[config.mk]
export PLATFORM = sky130hd
export DESIGN_NAME = ahb_aes_slave_flat
export DESIGN_NICKNAME = d
export VERILOG_FILES = /design/src/rtl/ahb_aes_slave_if.sv /design/src/rtl/ahb_aes_slave.sv /design/src/flat_wrapper.sv
export SDC_FILE = /design/constraint.sdc
export NUM_CORES = 1
export LEC_CHECK = 0
export ABC_AREA = 1
export CORE_ASPECT_RATIO = 0.7
export CORE_UTILIZATION = 54
export CTS_BUF_LIST = sky130_fd_sc_hd__clkbuf_4
export DETAILED_ROUTE_END_ITERATION = 8
export GPL_TIMING_DRIVEN = 0
export PLACE_DENSITY = 0.95
export RECOVER_POWER = 100
export SKIP_LAST_GASP = 1
export SLEW_MARGIN = 20
export SYNTH_ARGS = -nofsm -noshare
export SYNTH_HDL_FRONTEND = slang
export SYNTH_SLANG_ARGS = --single-unit
[constraint.sdc]
create_clock -name HCLK -period 3.5 [get_ports HCLK]
set_input_delay 0.7 -clock HCLK [delete_from_list [all_inputs] [get_ports HCLK]]
set_output_delay 0.7 -clock HCLK [all_outputs]
set_load 0.02 [all_outputs]
[src/rtl/ahb_aes_slave_if.sv]
// AHB-Lite bus bundle between the RISC-V master wrapper and the AES slave.
interface ahb_aes_slave_if #(
    parameter int unsigned ADDR_WIDTH = 32,
    parameter int unsigned DATA_WIDTH = 32
);
    logic                  HSEL;
    logic [ADDR_WIDTH-1:0] HADDR;
    logic [1:0]            HTRANS;
    logic                  HWRITE;
    logic [2:0]            HSIZE;
    logic [DATA_WIDTH-1:0] HWDATA;
    logic                  HREADY;
    logic [DATA_WIDTH-1:0] HRDATA;
    logic                  HREADYOUT;
    logic                  HRESP;

    modport master (
        output HSEL, HADDR, HTRANS, HWRITE, HSIZE, HWDATA, HREADY,
        input  HRDATA, HREADYOUT, HRESP
    );

    modport slave (
        input  HSEL, HADDR, HTRANS, HWRITE, HSIZE, HWDATA, HREADY,
        output HRDATA, HREADYOUT, HRESP
    );
endinterface

[src/rtl/ahb_aes_slave.sv]
// AHB-Lite register slave for the AES-128 core: KEY/PT/CT/CTRL/STATUS,
// start pulse generation, ciphertext capture, CT-read wait states and
// two-cycle ERROR responses.
module ahb_aes_slave #(
    parameter int unsigned ADDR_WIDTH = 32,
    parameter int unsigned DATA_WIDTH = 32,
    parameter int unsigned WAIT_MAX   = 64
) (
    input  logic           HCLK,
    input  logic           HRESETn,
    ahb_aes_slave_if.slave bus,
    output logic [127:0]   aes_key,
    output logic [127:0]   aes_pt,
    output logic           aes_start,
    input  logic [127:0]   aes_ct,
    input  logic           aes_done,
    output logic           irq
);

    typedef enum logic [2:0] {
        ST_IDLE,
        ST_DATA,
        ST_WAIT,
        ST_ERR1,
        ST_ERR2
    } state_t;

    localparam int unsigned   CW        = $clog2(WAIT_MAX + 1);
    localparam logic [CW-1:0] WAIT_LAST = CW'(WAIT_MAX - 1);

    state_t state, next_state, addr_target;

    logic [ADDR_WIDTH-1:0] addr;
    logic [DATA_WIDTH-1:0] wdata;
    logic [3:0]            a_off;
    logic [3:0]            off_q;
    logic                  wr_q;
    logic [CW-1:0]         wait_cnt;

    logic [31:0] key [4];
    logic [31:0] pt  [4];
    logic [31:0] ct  [4];
    logic        irq_en, busy, done, overrun, start_q, irq_q;

    logic        accept, hready_out, hresp, done_hit;
    logic        wr_en, ctrl_wr, status_wr, start_req, start_fire, overrun_set, busy_d;
    logic [31:0] rdata;
    logic        unused_bits;

    assign addr  = bus.HADDR;
    assign wdata = bus.HWDATA;
    assign a_off = addr[5:2];

    assign unused_bits = &{1'b0, addr[ADDR_WIDTH-1:6], addr[1:0], bus.HSIZE, bus.HTRANS[0]};

    assign hready_out = (state != ST_WAIT) && (state != ST_ERR1);
    assign accept     = bus.HSEL & bus.HREADY & bus.HTRANS[1] & hready_out;
    assign done_hit   = aes_done & busy;

    assign wr_en       = (state == ST_DATA) & wr_q;
    assign ctrl_wr     = wr_en & (off_q == 4'h0);
    assign status_wr   = wr_en & (off_q == 4'h1);
    assign start_req   = ctrl_wr & wdata[0];
    assign start_fire  = start_req & ~busy;
    assign overrun_set = start_req & busy;

    // Error/wait decisions are taken in the address phase but must reflect
    // BUSY as it will be in the data phase, so they use BUSY's next value.
    assign busy_d = start_fire | (busy & ~done_hit);

    // Classify the incoming address phase into its data-phase state.
    always_comb begin
        addr_target = ST_DATA;
        if (a_off == 4'h2 || a_off == 4'h3) begin
            addr_target = ST_ERR1;
        end else if (a_off[3:2] == 2'b11) begin
            if (bus.HWRITE)  addr_target = ST_ERR1;
            else if (busy_d) addr_target = ST_WAIT;
        end else if (a_off[3:2] != 2'b00 && bus.HWRITE && busy_d) begin
            addr_target = ST_ERR1;
        end
    end

    // Bus FSM next state and response.
    always_comb begin
        next_state = state;
        hresp      = 1'b0;
        case (state)
            ST_IDLE, ST_DATA: next_state = accept ? addr_target : ST_IDLE;
            ST_WAIT: begin
                if (done_hit)                   next_state = ST_DATA;
                else if (wait_cnt == WAIT_LAST) next_state = ST_ERR1;
            end
            ST_ERR1: begin
                hresp      = 1'b1;
                next_state = ST_ERR2;
            end
            ST_ERR2: begin
                hresp      = 1'b1;
                next_state = accept ? addr_target : ST_IDLE;
            end
            default: next_state = ST_IDLE;
        endcase
    end

    // Bus FSM state register.
    always_ff @(posedge HCLK or negedge HRESETn) begin
        if (!HRESETn) state <= ST_IDLE;
        else          state <= next_state;
    end

    // Latch the accepted address phase for its data phase.
    always_ff @(posedge HCLK or negedge HRESETn) begin
        if (!HRESETn) begin
            off_q <= '0;
            wr_q  <= 1'b0;
        end else if (accept) begin
            off_q <= a_off;
            wr_q  <= bus.HWRITE;
        end
    end

    // Count stall cycles of a CT read waiting on the core.
    always_ff @(posedge HCLK or negedge HRESETn) begin
        if (!HRESETn)              wait_cnt <= '0;
        else if (state != ST_WAIT) wait_cnt <= '0;
        else                       wait_cnt <= wait_cnt + CW'(1);
    end

    // Register file, START/BUSY/DONE/OVERRUN control and CT capture.
    always_ff @(posedge HCLK or negedge HRESETn) begin
        if (!HRESETn) begin
            for (int unsigned i = 0; i < 4; i++) begin
                key[i] <= '0;
                pt[i]  <= '0;
                ct[i]  <= '0;
            end
            irq_en  <= 1'b0;
            busy    <= 1'b0;
            done    <= 1'b0;
            overrun <= 1'b0;
            start_q <= 1'b0;
        end else begin
            start_q <= start_fire;
            busy    <= busy_d;
            if (ctrl_wr) irq_en <= wdata[1];
            if (done_hit) begin
                for (int unsigned i = 0; i < 4; i++) ct[i] <= aes_ct[32*i +: 32];
                done <= 1'b1;
            end else if (start_fire) begin
                done <= 1'b0;
            end else if (status_wr && wdata[1]) begin
                done <= 1'b0;
            end
            if (overrun_set)                   overrun <= 1'b1;
            else if (status_wr && wdata[2])    overrun <= 1'b0;
            if (wr_en && off_q[3:2] == 2'b01) key[off_q[1:0]] <= wdata;
            if (wr_en && off_q[3:2] == 2'b10) pt[off_q[1:0]]  <= wdata;
        end
    end

    // Level interrupt, registered from DONE and IRQ_EN.
    always_ff @(posedge HCLK or negedge HRESETn) begin
        if (!HRESETn) irq_q <= 1'b0;
        else          irq_q <= done & irq_en;
    end

    // Read mux from the latched offset.
    always_comb begin
        rdata = '0;
        case (off_q[3:2])
            2'b00: begin
                if (off_q[1:0] == 2'b00)      rdata = {30'b0, irq_en, 1'b0};
                else if (off_q[1:0] == 2'b01) rdata = {29'b0, overrun, done, busy};
            end
            2'b01:   rdata = key[off_q[1:0]];
            2'b10:   rdata = pt[off_q[1:0]];
            default: rdata = ct[off_q[1:0]];
        endcase
    end

    assign bus.HREADYOUT = hready_out;
    assign bus.HRESP     = hresp;
    assign bus.HRDATA    = (state == ST_DATA && !wr_q) ? rdata : '0;

    assign aes_key   = {key[3], key[2], key[1], key[0]};
    assign aes_pt    = {pt[3], pt[2], pt[1], pt[0]};
    assign aes_start = start_q;
    assign irq       = irq_q;

endmodule
[src/flat_wrapper.sv]
// flat-port wrapper written by rule: the top's interface ports become plain ports
module ahb_aes_slave_flat 
#(
    parameter int unsigned ADDR_WIDTH = 32,
    parameter int unsigned DATA_WIDTH = 32,
    parameter int unsigned WAIT_MAX   = 64
)
  (HCLK, HRESETn, aes_key, aes_pt, aes_start, aes_ct, aes_done, irq, bus_HSEL, bus_HADDR, bus_HTRANS, bus_HWRITE, bus_HSIZE, bus_HWDATA, bus_HREADY, bus_HRDATA, bus_HREADYOUT, bus_HRESP);
  ahb_aes_slave_if #(.ADDR_WIDTH(ADDR_WIDTH), .DATA_WIDTH(DATA_WIDTH)) bus_i ();
  input  logic HCLK;
  input  logic HRESETn;
  output logic [127:0] aes_key;
  output logic [127:0] aes_pt;
  output logic aes_start;
  input  logic [127:0] aes_ct;
  input  logic aes_done;
  output logic irq;
  input wire logic [$bits(bus_i.HSEL)-1:0] bus_HSEL;
  input wire logic [$bits(bus_i.HADDR)-1:0] bus_HADDR;
  input wire logic [$bits(bus_i.HTRANS)-1:0] bus_HTRANS;
  input wire logic [$bits(bus_i.HWRITE)-1:0] bus_HWRITE;
  input wire logic [$bits(bus_i.HSIZE)-1:0] bus_HSIZE;
  input wire logic [$bits(bus_i.HWDATA)-1:0] bus_HWDATA;
  input wire logic [$bits(bus_i.HREADY)-1:0] bus_HREADY;
  output wire logic [$bits(bus_i.HRDATA)-1:0] bus_HRDATA;
  output wire logic [$bits(bus_i.HREADYOUT)-1:0] bus_HREADYOUT;
  output wire logic [$bits(bus_i.HRESP)-1:0] bus_HRESP;
  assign bus_i.HSEL = bus_HSEL;
  assign bus_i.HADDR = bus_HADDR;
  assign bus_i.HTRANS = bus_HTRANS;
  assign bus_i.HWRITE = bus_HWRITE;
  assign bus_i.HSIZE = bus_HSIZE;
  assign bus_i.HWDATA = bus_HWDATA;
  assign bus_i.HREADY = bus_HREADY;
  assign bus_HRDATA = bus_i.HRDATA;
  assign bus_HREADYOUT = bus_i.HREADYOUT;
  assign bus_HRESP = bus_i.HRESP;
  ahb_aes_slave #(.ADDR_WIDTH(ADDR_WIDTH), .DATA_WIDTH(DATA_WIDTH), .WAIT_MAX(WAIT_MAX)) u_core (.HCLK(HCLK), .HRESETn(HRESETn), .bus(bus_i), .aes_key(aes_key), .aes_pt(aes_pt), .aes_start(aes_start), .aes_ct(aes_ct), .aes_done(aes_done), .irq(irq));
endmodule
# After elaboration in Yosys (flattened, before gate mapping)
# Cells that the tools add are included.
# totals
reg_bits	405
wordCells	109
# classes
n_eq_ne	15
bitwise	16
n_mux	33
addsub	1
reduce_logical	20
order_cmp	2
# op_table
op	count
$mux 32	9
$bwmux 128	2
$bmux 32 s2	3
$pmux 32 s3	1
$demux 32 s2	1
$mux 3	6
$and 1x1->1	12
$logic_and 1x1->1	9
$pmux 3 s3	1
$eq 4x2->1 const B	2
$add 7x1->7 const B	1
$eq 7x6->1 const B	1
$mux 7	1
$eq 3x2->1 const B	2
$mux 1	6
$mux 2	3
$ne 3x2->1 const B	2
$eq 2x1->1 const B	2
$eq 2x2->1 const B	2
$eq 4x1->1 const B	1
$logic_not 2->1	2
$logic_not 4->1	1
$reduce_bool 2->1	2
$eq 3x1->1 const B	1
other kinds (13)	14

# Logic depth before layout (Yosys ltp)
# Gate-level depths: netlist of the first run.
# logic_depth
word_depth	12
ltp_mapped	10
depth_no_buf	9

# Worst setup path before layout of the first run
# No wires, ideal clock.
# synth_path
path_type	flip-flop to output port
startpoint	reg u_core.off_q[0]
endpoint	out bus_HRDATA[11]
path_slack_ns	1.105
arrival_time_ns	1.695
path_stages_with_launch	7
path_cell_list	dfrtp_1 > nor2_4 > clkbuf_1 > nand2_1 > nand3_1 > a211oi_1 > nor3_1
# synth_via
elab_chain_len	6
elab_cells_between_ends	12
# synth_rtl
item	line	source
start, declared	ahb_aes_slave.sv:36	logic [3:0] off_q;
start signal, assigned	ahb_aes_slave.sv:118	off_q <= a_off;
$not 2->3 (not written as such) *	ahb_aes_slave.sv:176, ahb_aes_slave.sv:177, ahb_aes_slave.sv:178	
$bmux 32 s2 (on tied branches)	ahb_aes_slave.sv:178, ahb_aes_slave.sv:176, ahb_aes_slave.sv:177	
$mux 32 (on tied branches) (2 in series)	ahb_aes_slave.sv:178, ahb_aes_slave.sv:176, ahb_aes_slave.sv:177	
$pmux 32 s3 *	ahb_aes_slave.sv:171	case (off_q[3:2])
$mux 32 *	ahb_aes_slave.sv:184	assign bus.HRDATA = (state == ST_DATA && !wr_q) ? rdata : '0;
end, declared	flat_wrapper.sv:25	output wire logic [$bits(bus_i.HRDATA)-1:0] bus_HRDATA;
# Mark *: on every way between the ends. The rest lies on a longest branch, timed or not. The select of a mux whose other input is x is not followed.

# Worst setup path after layout of the first run
# layout_path
startpoint	reg u_core.off_q[1]
endpoint	out bus_HRDATA[18]
# The elaborated chain is that of the path after synthesis.

==> run metrics, run 1 <==
Clk pwr share 19.0%; Rows 55; critical path class flop to output pin; CTS tree built; Core ar. 0.0324 mm2; Port Buf Inserts 462; Worst Hold Launch aes_ct[113]; area share of the largest cell type after synthesis 56.8%; synth warn 0; final clock skew 37.7 ps; Slowest-stage cell, CP dfrtp_1; Highest Clock Rate 289 MHz; minimum clock period 3460 ps; reg2reg start u_core.state[2]; clk root buf clkbuf_4; first drt pass iteration count 7; fin area 0.0244 mm2; number of global-route vias before repair 18,500; drt via density 6.03; Initial Utilization 55.1%; crit path launch type flop; Mapped Cells 2,140; Clock Sinks 405; Crit path largest cell delay 370 ps; ratio of cells with drive above 1 in the final layout 10.6%; cell breakdown of the critical path buf_4 > nand2_2 > buf_6 > buf_8 > or2_0 > o21ai_0 > o21ai_2 > nand2_1 > nor2_2 > clkdlybuf4s15_2; maximum VDD drop 538 uV; Min-Delay Path Class input pin to flop; GPL Wtd Cong 1.03; switching pwr 8.73 mW; DR DRC count 0; Final HPWL DP 55,100 um; Switching Share 43.3%; Num CTS Buffers 94; Logic pwr share 43.0%; most frequent cell after synthesis nand2_1; failing checks capacitance limit, slew limit; reg2reg path depth 7; Worst slew margin -44.0%; Synth Net Count 2,344; Tot Pwr 20.1 mW; Crit path required time 2800 ps; P per Cell Area 826 mW/mm2; crit path DAT 2760 ps; net count reported at finish 2,914; clk_lat worst skew 800 ps; CP Capture Type output pin; synth-to-layout area growth 36.7%; post-synthesis sequential area ratio 56.8%; Fillers 2,312; Reg area 0.0101 mm2; Clock Tree Buf Depth 3; # setup viols final 0; first-pass GRT wire length 111,000 um; most frequent cells after synthesis nand2_1 (932), dfrtp_1 (405), o21ai_0 (189); worst setup path startpoint u_core.off_q[1]; 1st-iter DRT viols 3,161; Hold WS 455 ps; Fin. Hold Viols 0; r2r setup slk 910 ps; synth top area cells dfrtp_1 (57%), nand2_1 (20%), o21ai_0 (5.3%), o21ai_1 (3.8%), nand4_1 (2.2%); Worst Tran Pin Value 2160 ps; mean area per synthesized cell 8.34 um2; worst flop-to-flop path endpoint u_core.aes_pt[71]; worst slack, placed -246 ps; via count 19,300; Synth area leader dfrtp_1; total gr overflow 0; Pint 11.4 mW; die height 154 um; initial antenna violation count 3; drt total wl 75,700 um; wire length per cell 23.6 um; Post-Syn Area 0.0178 mm2; Netlist cell types 37; predominant post-synthesis flop cell dfrtp_1; number of flops mapped to enable cells by yosys 0; DIE AREA 0.0338 mm2; maxcap violations 1; async set-reset flop share out of synthesis 100%; H-tree Lvls 3; CP endpoint bus_HRDATA[18]; RSZ-0062 raised after global routing yes; Yosys reg bits 405; fin. max-slew vios 86; final worst slack 42.7 ps; status finished, violations left; multi-input logic area 0.00673 mm2; Leak 11.4 nW; Die Wd 219 um; critical path fanouts, max 10; pin count of the biggest net entering global routing 95; Placed Area 0.0231 mm2; Total GRT Usage 44.6%; Flop pwr share 38.0%; final antenna-violating net count 0; period utilization 98.8%; Top-Level Pins 495; clock slew at reported path FFs 90 ps
-- placed cells by master (no fill, tap or decap), types with 10 or more instances in the layout --
cell | synthesis | layout
clkbuf_2 | 0 | 18
nand2_1 | 932 | 937
or2_2 | 22 | 22
buf_4 | 7 | 12
buf_8 | 0 | 10
clkbuf_4 | 0 | 145
inv_1 | 68 | 69
nor2_1 | 53 | 43
buf_6 | 17 | 26
clkdlybuf4s50_1 | 0 | 169
clkbuf_1 | 56 | 65
o21ai_0 | 189 | 286
o22ai_1 | 32 | 32
nand3_1 | 12 | 13
dfrtp_1 | 405 | 404
dlygate4sd3_1 | 0 | 261
o21ai_1 | 136 | 37
clkinv_1 | 0 | 23
nand4_1 | 62 | 62
a21oi_1 | 50 | 50
buf_2 | 45 | 13
clkdlybuf4s15_2 | 0 | 15
-- cell families (layout without fill, tap and decap cells) --
| family | Yosys count | count (layout) | share of synthesized area, % |
|---|---|---|---|
| and+or+nand+nor | 1108 | 1108 | 25.3 |
| AOI/OAI and AO/OA | 423 | 423 | 12.4 |
| DFF | 405 | 405 | 56.8 |
| buffers and inverters | 201 | 842 | 5.40 |
| xor gates and xnor gates | 2 | 2 | 0.0982 |
| adders and majority gates | 1 | 1 | 0.0701 |
| other | 0 | 1 | 0 |
-- cell type report --
cell class / instances / share of cell area [%]
Antenna cell: 1 / 0.0103
Buffer: 126 / 3.44
Clock buffer: 137 / 4.21
Clock inverter: 30 / 0.585
Inverter: 73 / 1.12
Multi-Input combinational cell: 1534 / 27.6
Sequential cell: 405 / 41.5
Tap cell: 427 / 2.19
Timing Repair Buffer: 476 / 19.3
-- worst max-delay path, delay by kind of cell, from the launching register on --
| family | cells | cell delay, ps |
|---|---|---|
| AND/OR/NAND/NOR | 4 | 470 |
| buffers and inverters | 4 | 780 |
| flip-flops | 1 | 370 |
| AO/OA/AOI/OAI | 2 | 350 |
-- power groups by stage --
stage                     Combinational [mW]  Clock (mW)  Sequential (mW)
after global placement                  8.21           0             7.60
after global routing                    9.24        4.03             7.76
after detailed placement                8.46           0             7.65
final                                   8.66        3.83             7.65
after CTS                               8.72        3.79             7.58
after floorplan                         3.61           0             8.25
-- stage by stage --
step	instances	utilization, %	TNS (ps)
2_1_floorplan	2140	-	0
3_3_place_gp	3029	71.0	-6155570
3_5_place_dp	3033	71.3	-2850
4_1_cts	3209	75.8	-110
5_1_grt	3208	75.3	-438
6_report	3209	75.3	0
-- registers in the layout, indices dropped and copies added, names as in the netlist --
signal,cells
u_core.wr_q,1
u_core.irq,1
u_core.irq_en,1
u_core.overrun,1
u_core.state,3
u_core.done,1
u_core.busy,1
u_core.aes_key,128
u_core.off_q,4
u_core.ct,128
u_core.aes_start,1
u_core.wait_cnt,7
u_core.aes_pt,128
-- worst min path at each step --
stage / to / slack, ps / depth (start not counted)
final: u_core.ct[17] / 450 / 3
after global placement: u_core.wait_cnt[0] / 450 / 1
after floorplan: u_core.aes_key[0] / 400 / 0
after detailed placement: u_core.wait_cnt[0] / 460 / 1
after global routing: u_core.ct[121] / 410 / 3
after CTS: u_core.ct[121] / 410 / 3
-- repair_timing --
item	CTS	global route
pin swaps	7	8
hold endpoints to repair	85	0
resized for setup	150	72
hold buffers	1	0
endpoints found under the setup margin	32	32
gates cloned	0	0
setup buffers	9	0
-- metal layers --
layer | up-vias | global-route usage, % | wire (um)
li1 | 8142 | - | -
met1 | 9130 | 60.6 | 27800
met2 | 1747 | 62.6 | 31900
met3 | 314 | 15.1 | 11200
met4 | 2 | 25.4 | 4750
met5 | - | 0 | 10
Power figures use the tool's default switching activity.
==> run 2, diff against run 1 <==
==> constraint.sdc (replaced) <==
create_clock -name HCLK -period 3.5 [get_ports HCLK]
set_input_delay 0.7 -clock HCLK [delete_from_list [all_inputs] [get_ports HCLK]]
set_output_delay 0.7 -clock HCLK [all_outputs]
set_load 0.05 [all_outputs]
==> run 2 against run 1 <==
Effect of this change: combinational power increased by 22%; the flow still finishes with violations (capacitance limit, slew limit); clock power about the same; cell area about the same; sequential share of layout area about the same; via count about the same; count of clock-buffer cells in the layout unchanged; setup slack got worse by 30 ps; largest power group unchanged; clock skew decreased by 6.2 ps.
==> run metrics, run 2 (same netlist as run 1, synthesis figures left out) <==
status finished, violations left; failing checks capacitance limit, slew limit; hold depth 3; P per Cell Area 908 mW/mm2; Clock Tree Buf Depth 3; Worst Hold Path EP u_core.ct[121]; Final Util 75.2%; pin count of the biggest net entering global routing 95; ratio of cells with drive above 1 in the final layout 10.9%; drt via density 6.03; number of global-route vias before repair 18,500; Worst slew margin -43.9%; synth-to-layout area growth 36.6%; clock slew at reported path FFs 90 ps; RSZ-0062 raised after global routing yes; Num CTS Buffers 94; reg2reg path depth 6; period utilization 99.6%; drt total wl 75,800 um; Pint 11.4 mW; Rows 55; die height 154 um; fin. max-slew vios 86; Worst Tran Pin Value 2160 ps; DR DRC count 0; grt met2 use 62.2%; crit path launch type flop; most common cell after layout, fill and taps aside nand2_1; 1st-iter DRT viols 3,113; maximum VDD drop 819 uV; Cell Count, Final, Fillers Out 3,210; Logic pwr share 48.1%; Highest Clock Rate 287 MHz; Total GRT Usage 44.4%; reg2reg start u_core.state[2]; Leak 11.5 nW; maxcap violations 1; first drt pass iteration count 7; initial antenna violation count 2; Worst Hold Launch aes_ct[25]; Ant. Diodes 0; Top-Level Pins 495; clk_lat worst skew 820 ps; r2r setup slk 1020 ps; Port Buf Inserts 462; most frequent cells in the layout nand2_1 (940), dfrtp_1 (404), o21ai_0 (288), dlygate4sd3_1 (261), clkdlybuf4s50_1 (169); Fin. Hold Viols 0; via count 19,300; Cells after DPL 3,033; Crit path required time 2800 ps; worst flop-to-flop path endpoint u_core.aes_key[31]; H-tree Lvls 3; final clock skew 31.5 ps; clk root buf clkbuf_4; Switching Share 48.7%; crit path DAT 2790 ps; Core ar. 0.0324 mm2; # setup viols final 0; first-pass GRT wire length 110,000 um; CP Capture Type output pin; Hold WS 431 ps; DIE AREA 0.0338 mm2; GR Layer Usage met1 60.8%; Initial Utilization 55.1%; minimum clock period 3490 ps; critical path fanouts, max 10; critical path class flop to output pin; switching pwr 10.8 mW; final antenna-violating net count 0; CTS tree built; met3 Usage GRT 14.6%; Clock Sinks 405; total gr overflow 0; GR peak layer met2; Flop pwr share 34.6%; net count reported at finish 2,916; Placed Area 0.0231 mm2; fin area 0.0244 mm2; wire length per cell 23.6 um; Final HPWL DP 55,100 um; Min-Delay Path Class input pin to flop; Clk pwr share 17.3%; Die Wd 219 um; GPL Wtd Cong 1.03
[run 2: worst max-delay path by stage]
stage | from | to | cells after the start
final | u_core.off_q[0] | bus_HRDATA[23] | 9
after CTS | u_core.off_q[1] | bus_HRDATA[20] | 9
after global placement | HRESETn | u_core.ct[29] | 1
after global routing | u_core.off_q[1] | bus_HRDATA[15] | 10
after detailed placement | u_core.state[2] | bus_HRDATA[26] | 7
after floorplan | u_core.off_q[0] | bus_HRDATA[11] | 6
[run 2: cell type report]
cell class	instances	area [um2]
Clock buffer	137	1030
Multi-Input combinational cell	1534	6750
Clock inverter	30	143
Tap cell	427	534
Buffer	128	777
Timing Repair Buffer	476	4740
Fill cell	2323	8030
Inverter	73	274
Sequential cell	405	10100
[run 2: critical path: stages (launching register included)]
cell and delay (ps):
dfrtp_2 470, inv_2 100, nor2_4 200, buf_6 200, buf_4 240, nand2_1 90, nand3_1 80, o21ai_1 140
nor2_1 250, buf_6 200
[run 2: metrics by stage]
step | worst slack [ps] | setup TNS (ps) | total power, mW
2_1_floorplan | 492 | 0 | 13.9
3_3_place_gp | -15240 | -6160030 | 17.8
3_5_place_dp | -445 | -7520 | 18.1
4_1_cts | -26.8 | -29.6 | 22.0
5_1_grt | -55.0 | -590 | 23.0
6_report | 12.8 | 0 | 22.1
[run 2: timing repair]
item / in CTS / in global routing
pin swaps: 5 / 4
endpoints found under the setup margin: 32 / 32
cloned: 0 / 0
endpoints found under the hold margin: 85 / 0
hold buffers: 1 / 0
resized for setup: 236 / 77
buffers inserted: 6 / 3
[run 2: layer usage]
layer	vias to the layer above	routed length, um
li1	8145	-
met1	9162	27700
met2	1733	31800
met3	299	11600
met4	2	4730
met5	-	12
[run 2: power groups by stage]
| stage | registers, mW | clock network, mW | logic [mW] |
|---|---|---|---|
| global placement | 7.60 | 0 | 10.2 |
| detailed placement | 7.65 | 0 | 10.5 |
| global route | 7.76 | 4.04 | 11.2 |
| CTS | 7.58 | 3.79 | 10.7 |
| floorplan | 10.1 | 0 | 3.77 |
| finish | 7.66 | 3.84 | 10.6 |
